$ cat config.mk
export PLATFORM = sky130hd
export DESIGN_NAME = rr_arb4
export DESIGN_NICKNAME = d
export VERILOG_FILES = /design/src/rtl/rr_arb4.sv
export SDC_FILE = /design/constraint.sdc
export NUM_CORES = 1
export LEC_CHECK = 0
export CAP_MARGIN = 15
export CORE_AREA = 2 2 39 41
export DETAILED_ROUTE_END_ITERATION = 12
export DIE_AREA = 0 0 41 43
export GPL_TIMING_DRIVEN = 1
export PLACE_DENSITY_LB_ADDON = 0.15
export SYNTH_ARGS = -nofsm -noshare
export SYNTH_HDL_FRONTEND = slang
export SYNTH_SLANG_ARGS = --single-unit
$ cat constraint.sdc
create_clock -name clk -period 2.1 [get_ports clk]
set_input_delay 0.21 -clock clk [delete_from_list [all_inputs] [get_ports clk]]
set_output_delay 0.21 -clock clk [all_outputs]
set_load 0.01 [all_outputs]
$ cat src/rtl/rr_arb4.sv
`default_nettype none
// ============================================================================
// Module   : rr_arb4
// Brief    : Four-requester round-robin arbiter with IDLE/GRANT sequencing.
//            Drives a registered 2-bit owner index and matching one-hot grant.
//            A grant is held while the owner keeps its request high and is
//            always followed by at least one idle (bubble) cycle.
// Options  : RR_ARB_TIMEOUT_EN - when defined, a grant held for MAX_HOLD
//            cycles is revoked and 'expire' pulses for one cycle.
//            When undefined, there is no hold counter and 'expire' is 0.
// Revision : 1.0 - initial release
// ============================================================================
module rr_arb4 #(
  parameter int MAX_HOLD = 15,
  parameter int CW       = 4
) (
  input  logic       clk,
  input  logic       rst_n,
  input  logic [3:0] req,
  output logic [3:0] gnt,
  output logic [1:0] gnt_id,
  output logic       gnt_vld,
  output logic       expire
);

  // --------------------------------------------------------------------------
  // State encoding
  // --------------------------------------------------------------------------
  localparam logic [0:0] c_st_idle  = 1'b0;
  localparam logic [0:0] c_st_grant = 1'b1;

  logic [0:0] r_st;
  logic [0:0] w_st_nxt;

  // Round-robin pointer: the requester searched first at the next arbitration
  logic [1:0] r_ptr;
  logic [1:0] w_ptr_nxt;

  // Registered outputs and their next values
  logic [3:0] r_gnt;
  logic [1:0] r_gnt_id;
  logic       r_gnt_vld;
  logic       r_expire;
  logic [3:0] w_gnt_nxt;
  logic [1:0] w_gnt_id_nxt;
  logic       w_gnt_vld_nxt;
  logic       w_expire_nxt;

  // Arbitration helpers
  logic [3:0] w_rot;      // req rotated so that bit 0 is req[r_ptr]
  logic [1:0] w_off;      // offset of first set bit in w_rot
  logic       w_any;      // at least one request pending
  logic [1:0] w_winner;   // absolute index of the winning requester
  logic       w_own_req;  // current owner still requesting
  logic       w_release;  // owner dropped its request while granted
  logic       w_timeout;  // hold limit reached with request still high
  logic       w_revoke;   // grant ends on this edge for either reason

  // --------------------------------------------------------------------------
  // Reject hold limits that cannot be represented by the hold counter
  // --------------------------------------------------------------------------
  generate
    if ((MAX_HOLD < 2) || (MAX_HOLD > ((2 ** CW) - 1))) begin : g_bad_max_hold
      $error("rr_arb4: MAX_HOLD must lie in 2 .. 2**CW-1");
    end
  endgenerate

  // --------------------------------------------------------------------------
  // Rotate the request vector so the search always starts at bit 0
  // --------------------------------------------------------------------------
  genvar j;
  generate
    for (j = 0; j < 4; j++) begin : g_rot
      assign w_rot[j] = req[r_ptr + 2'(j)];
    end
  endgenerate

  assign w_any = |req;

  // Fixed-priority search over the rotated vector, lowest offset wins
  always_comb begin
    w_off = 2'd0;
    if (w_rot[0]) begin
      w_off = 2'd0;
    end else if (w_rot[1]) begin
      w_off = 2'd1;
    end else if (w_rot[2]) begin
      w_off = 2'd2;
    end else if (w_rot[3]) begin
      w_off = 2'd3;
    end
  end

  // Offset back to absolute index; 2-bit addition wraps 3->0 naturally
  assign w_winner = r_ptr + w_off;

  // --------------------------------------------------------------------------
  // Grant termination conditions
  // --------------------------------------------------------------------------
  assign w_own_req = req[r_gnt_id];
  assign w_release = (r_st == c_st_grant) && !w_own_req;

`ifdef RR_ARB_TIMEOUT_EN
  localparam logic [CW-1:0] c_hold_last = CW'(MAX_HOLD - 1);

  logic [CW-1:0] r_hcnt;

  // Hold counter: zero while idle so every grant starts counting from 0
  always_ff @(posedge clk or negedge rst_n) begin
    if (!rst_n) begin
      r_hcnt <= '0;
    end else if (r_st == c_st_idle) begin
      r_hcnt <= '0;
    end else begin
      r_hcnt <= r_hcnt + CW'(1);
    end
  end

  // A drop on the limit edge is a normal release, so require the request high
  assign w_timeout = (r_st == c_st_grant) && w_own_req && (r_hcnt == c_hold_last);
`else
  assign w_timeout = 1'b0;
`endif

  assign w_revoke = w_release || w_timeout;

  // --------------------------------------------------------------------------
  // FSM state register
  // --------------------------------------------------------------------------
  // Hold current state; asynchronous reset returns to IDLE immediately
  always_ff @(posedge clk or negedge rst_n) begin
    if (!rst_n) begin
      r_st <= c_st_idle;
    end else begin
      r_st <= w_st_nxt;
    end
  end

  // --------------------------------------------------------------------------
  // FSM next-state logic
  // --------------------------------------------------------------------------
  // IDLE grants on any request; GRANT always returns to IDLE to force a bubble
  always_comb begin
    w_st_nxt = r_st;
    case (r_st)
      c_st_idle: begin
        if (w_any) begin
          w_st_nxt = c_st_grant;
        end
      end
      c_st_grant: begin
        if (w_revoke) begin
          w_st_nxt = c_st_idle;
        end
      end
      default: begin
        w_st_nxt = c_st_idle;
      end
    endcase
  end

  // --------------------------------------------------------------------------
  // FSM output logic (next values of the registered outputs)
  // --------------------------------------------------------------------------
  // Owner index changes only on a new grant; pointer advances past the owner
  // whenever its grant ends, whether released or revoked
  always_comb begin
    w_gnt_id_nxt  = r_gnt_id;
    w_gnt_vld_nxt = 1'b0;
    w_expire_nxt  = 1'b0;
    w_ptr_nxt     = r_ptr;
    case (r_st)
      c_st_idle: begin
        if (w_any) begin
          w_gnt_id_nxt  = w_winner;
          w_gnt_vld_nxt = 1'b1;
        end
      end
      c_st_grant: begin
        if (w_revoke) begin
          w_ptr_nxt    = r_gnt_id + 2'd1;
          w_expire_nxt = w_timeout;
        end else begin
          w_gnt_vld_nxt = 1'b1;
        end
      end
      default: begin
        w_gnt_vld_nxt = 1'b0;
      end
    endcase
  end

  // One-hot grant is a 2-to-4 decode of the next index, qualified by valid
  genvar i;
  generate
    for (i = 0; i < 4; i++) begin : g_onehot
      assign w_gnt_nxt[i] = w_gnt_vld_nxt && (w_gnt_id_nxt == 2'(i));
    end
  endgenerate

  // --------------------------------------------------------------------------
  // Output and pointer registers
  // --------------------------------------------------------------------------
  // Register every output so no combinational path exists from req
  always_ff @(posedge clk or negedge rst_n) begin
    if (!rst_n) begin
      r_ptr     <= 2'd0;
      r_gnt     <= 4'b0000;
      r_gnt_id  <= 2'd0;
      r_gnt_vld <= 1'b0;
      r_expire  <= 1'b0;
    end else begin
      r_ptr     <= w_ptr_nxt;
      r_gnt     <= w_gnt_nxt;
      r_gnt_id  <= w_gnt_id_nxt;
      r_gnt_vld <= w_gnt_vld_nxt;
      r_expire  <= w_expire_nxt;
    end
  end

  assign gnt     = r_gnt;
  assign gnt_id  = r_gnt_id;
  assign gnt_vld = r_gnt_vld;
  assign expire  = r_expire;

endmodule
`default_nettype wire

Yosys cells after proc, flatten, opt, wreduce, memory -nomap -nowiden
Index checks and enable logic that the tools add are counted.
{ "word_totals": {"in_bits": 6, "regBits": 9} }
{ "op_classes": {"muxes": 19, "n_eq_ne": 3, "n_reduce_logical": 9, "magnitude_cmp": 5, "bitwise_logic": 1, "addsub": 5} }
{ "op_table": {"columns": ["cell", "n"], "rows": [
  ["< comparator 2 x 3 -> 1 bit (second input constant)", 5],
  ["two-way mux 2 bit", 6],
  ["binary-select mux 1 bit (select 2 bit)", 5],
  ["two-way mux 1 bit", 7],
  ["logical AND 1 bit", 5],
  ["adder 2 x 1 -> 2 bit (second input constant)", 2],
  ["adder 2 bit (second input constant)", 2],
  ["== test 2 bit (second input constant)", 2],
  ["OR reduction 4 bit", 1],
  ["adder 2 bit", 1],
  ["== test 2 x 1 -> 1 bit (second input constant)", 1],
  ["logical NOT 2 bit", 1],
  ["case mux 1 bit (2 select lines)", 1],
  ["AND reduction 2 bit", 1],
  ["logical NOT 1 bit", 1],
  ["NOT 1 bit", 1]
]} }

Longest topological paths before layout
{ "logic_depth": {"depth_word": 12, "depth_mapped": 9, "ltp_nobuf": 9} }

Worst setup path before layout
Ideal clock, no wire load.
{ "synth_path": {"path_type": "register -> register", "startpoint": "register r_ptr[1]", "endpoint": "register r_gnt[1], in the netlist gnt[1]", "stages_incl_launch_ff": 9, "setup_ns": 0.120, "arrival_ns": 1.631, "slack_ns": 0.349, "t_required_ns": 1.980, "path_cell_list": "dfrtp_1 > or2b_1 > a21oi_1 > a21oi_1 > a21oi_1 > ha_1 > xor2_1 > xnor2_2 > a31o_1"} }
{ "synth_via": {"elab_chain_len": 12} }
{ "synth_rtl": {"columns": ["element", "line_no", "source"], "rows": [
  ["start, declared", "36", "logic [1:0] r_ptr;"],
  ["start signal, assigned", "213", "r_ptr <= w_ptr_nxt;"],
  ["adder 2 bit", "74", "assign w_rot[j] = req[r_ptr + 2'(j)];"],
  ["binary-select mux 1 bit (select 2 bit)", "74", null],
  ["two-way mux 1 bit (not written as such)", "74", null],
  ["two-way mux 2 bit", "89", "end else if (w_rot[3]) begin"],
  ["two-way mux 2 bit", "87", "end else if (w_rot[2]) begin"],
  ["two-way mux 2 bit", "85", "end else if (w_rot[1]) begin"],
  ["two-way mux 2 bit", "83", "if (w_rot[0]) begin"],
  ["adder 2 bit *", "95", "assign w_winner = r_ptr + w_off;"],
  ["two-way mux 2 bit *", "174", "if (w_any) begin"],
  ["two-way mux 2 bit *", "172", "case (r_st)"],
  ["== test 2 x 1 -> 1 bit *", "197", "assign w_gnt_nxt[i] = w_gnt_vld_nxt && (w_gnt_id_nxt == 2'(i));"],
  ["logical AND 1 bit *", "197", null],
  ["via w_gnt_nxt[1]", "44", "logic [3:0] w_gnt_nxt;"],
  ["end signal, assigned", "214", "r_gnt <= w_gnt_nxt;"],
  ["end, declared", "40", "logic [3:0] r_gnt;"]
]} }
Mark *: on every way through the listed nets, which the timed path passes. The rest lies on a longest branch. The select of a mux whose other input is x is not followed.
A chain may end at the register's enable or synchronous reset.

Worst setup path in the final report
Same ends and word-level chain as after synthesis.

==> results.cfg <==
[detailed_routing]
drc = 0
firstDrtPassIters = 4
dr.max_layer_used = met4
wire_per_inst_um = 12.2
drt_iter0_markers = 4
wl_met3_um = 48
dr_wl_met2_um = 657
ant_nets = 0
wl_met1_um = 524
dr_total_vias = 583
vias_per_cell = 5.61
routed_wl_um = 1260

[power]
worst_ir_drop_vdd_mv = 0.565
p_leak_nw = 0.361
finalPower_mw = 1.10
power_density_nw_per_um2 = 1350

[timing]
clock.fmax_mhz = 520
finalHoldViolCount = 0
slew_violations = 0
rsz0062_at_grt = no
whs_ns = 0.239
finalSetupViolCount = 0
period_share = 0.916
period_needed_ns = 1.92
setup_ws_ns = 0.176
clock_skew_ns = 0.00145

[setup_path]
critical_path.max_fanout = 7
worstPathRequired_ns = 2.24
cp_num_buf_inv = 0
crit_path_start_kind = register
max_stage_delay_ns = 0.45
cpMostUsedCell = a21oi_1
cpLargestDelayFamily = compound AO/OA/AOI/OAI gates
cp_num_cells = 8
critPathKind = register to register
critPathArrivalTime_ns = 2.07
r2r_cells = 8
cp_cell_sequence = or2b_1 > a21oi_1 > a21oi_1 > a21oi_1 > ha_1 > xor2_1 > xnor2_2 > a31o_1
worst_setup_path_end_kind = register
slowest_stage = dfrtp_1

[synthesis]
post_synth.cell_area_avg_um2 = 9.04
synth_top_area_frac = 0.372
synth_seq_area_share = 0.372
synth_fp_nets = 74
ys_types = 32
syn_area_um2 = 606
synth_largest_area_cell = dfrtp_1
ys_top_cells_by_area = dfrtp_1 37%, a21oi_1 5.8%, mux4_1 4.3%, o31ai_1 3.7%, nor2_1 3.1%
ys_ff_latch = 9
synth_warnings = 0
syn-instance-count = 67

[clocking]
cts_setup_buffers = 0
cts_hold_buffers = 0
numCtsBuffers = 3
tritoncts = built
cts_resized = 0
htreeDepth = 1
clockBufferDepth = 2
clock-sinks = 9
root_buffer = clkbuf_4
clock_latency_ns = 0.25
clkTransAtPathRegs_ns = 0.06

[job]
cap_violations = 0

[global_route]
overflow = 0
grt_max_degree = 10
grt_pass1_vias = 552
grt_pass1_wl_um = 2190
antenna_found_initial = 0
grt_usage = 0.178

[cells_and_area]
nets = 96
drive_gt1_frac = 0.170
areaGrowthSynthToFinish_pct = 34.3
antennaDiodeCount = 0
final_cells = 104
post-route-cell-area_um2 = 813

[floorplan]
die_width_um = 41
die_y_um = 43
num_io_pins = 14
initial_core_util = 0.438
die_area_um2 = 1760
num_rows = 14
coreArea_um2 = 1380

[placed_design]
place.gp.congestion = 0.782
port-buffer-count = 12
place_ws_ns = -0.0842
dp_hpwl_um = 1050
dp_cells = 100
dpl_cell_area_um2 = 787

[status]
status = finished clean

[min_path]
hp-class = input pin to asynchronous set/reset pin
## layout make-up
| type | instances | area [um^2] |
|---|---|---|
| flip-flops and latches | 9 | 225 |
| clock buffers | 4 | 26.3 |
| repair buffers | 21 | 188 |
| multi-input cells | 50 | 339 |
| well taps | 16 | 20.0 |
| inverters | 4 | 15.0 |
| fillers | 147 | 571 |
## synth_stat cells
master    count
mux2i_1       1
conb_1        1
mux4_1        1
buf_4         1
xnor2_2       1
or3_1         2
or2_0         1
o31ai_1       3
o22ai_2       1
a32oi_1       1
a31o_1        1
nor2_1        5
o21ai_0       3
a21oi_1       7
xor2_1        1
mux2_2        1
ha_1          1
inv_1         4
clkbuf_1      2
dfrtp_1       9
nand2_1       4
nor4_1        1
nand4_1       1
nor3_1        3
o21bai_1      1
a32o_1        1
o21ai_1       2
buf_6         1
and2b_1       1
a21o_1        1
nand3_1       2
or2b_1        2
## routing by layer
| layer | global-route usage | up-vias |
|---|---|---|
| met5 | 0 | - |
| met3 | 0.0209 | 5 |
| met2 | 0.284 | 14 |
| li1 | - | 287 |
| met1 | 0.209 | 277 |
| met4 | 0.113 | 0 |
## registers in the layout, indices dropped and copies added, names as in the netlist
signal	cells
gnt	4
gnt_id	2
r_ptr	2
gnt_vld	1
## final timing paths
check	from	to	slack, ns
worst max-delay path	r_ptr[1]	gnt[1]	0.18
worst min-delay path	rst_n	r_ptr[1]	0.24
worst max register to register	r_ptr[1]	gnt[1]	0.18
worst min register to register	gnt_id[0]	r_ptr[0]	0.63
max in group asynchronous	rst_n	gnt[2]	1.59
min in group clk	gnt_id[0]	r_ptr[0]	0.63
## layout by cell type, fill, tap and decap left out, drive strengths merged
master / instances
clkbuf: 4
mux2i: 1
or3: 2
o21ai: 5
a32oi: 1
mux4: 1
clkdlybuf4s50: 12
inv: 4
nor2: 5
or2b: 2
ha: 1
nor3: 3
o21bai: 1
a32o: 1
mux2: 1
xnor2: 1
nand4: 1
a21oi: 7
o22ai: 1
or2: 1
dfrtp: 9
o31ai: 3
xor2: 1
buf: 9
nand2: 4
a21o: 1
nor4: 1
nand3: 2
and2b: 1
conb: 1
a31o: 1
## report_power, final
| part | switching [mW] | leakage [nW] | internal (mW) | total, mW |
|---|---|---|---|---|
| Sequential | 0.109 | 0.112 | 0.250 | 0.359 |
| Clock | 0.0559 | 0.0150 | 0.0729 | 0.129 |
| Combinational | 0.285 | 0.235 | 0.327 | 0.612 |
| Total | 0.450 | 0.361 | 0.650 | 1.10 |
## logic make-up after synthesis
kind of cell               Yosys count  synth area share
xor gates and xnor gates             2            0.0413
buffers and inverters                8            0.0682
other                                1           0.00619
and+or+nand+nor                     22             0.186
DFF                                  9             0.372
adders and majority gates            1            0.0207
muxes                                3            0.0785
AOI/OAI and AO/OA                   21             0.227
## through the flow
| step | util | setup TNS, ns |
|---|---|---|
| 3_5_place_dp | 0.569 | -0.233 |
| 2_1_floorplan | - | 0 |
| 3_3_place_gp | 0.569 | -0.185 |
| 4_1_cts | 0.588 | 0 |
| 6_report | 0.588 | 0 |
| 5_1_grt | 0.588 | 0 |
Power figures use the tool's default switching activity.
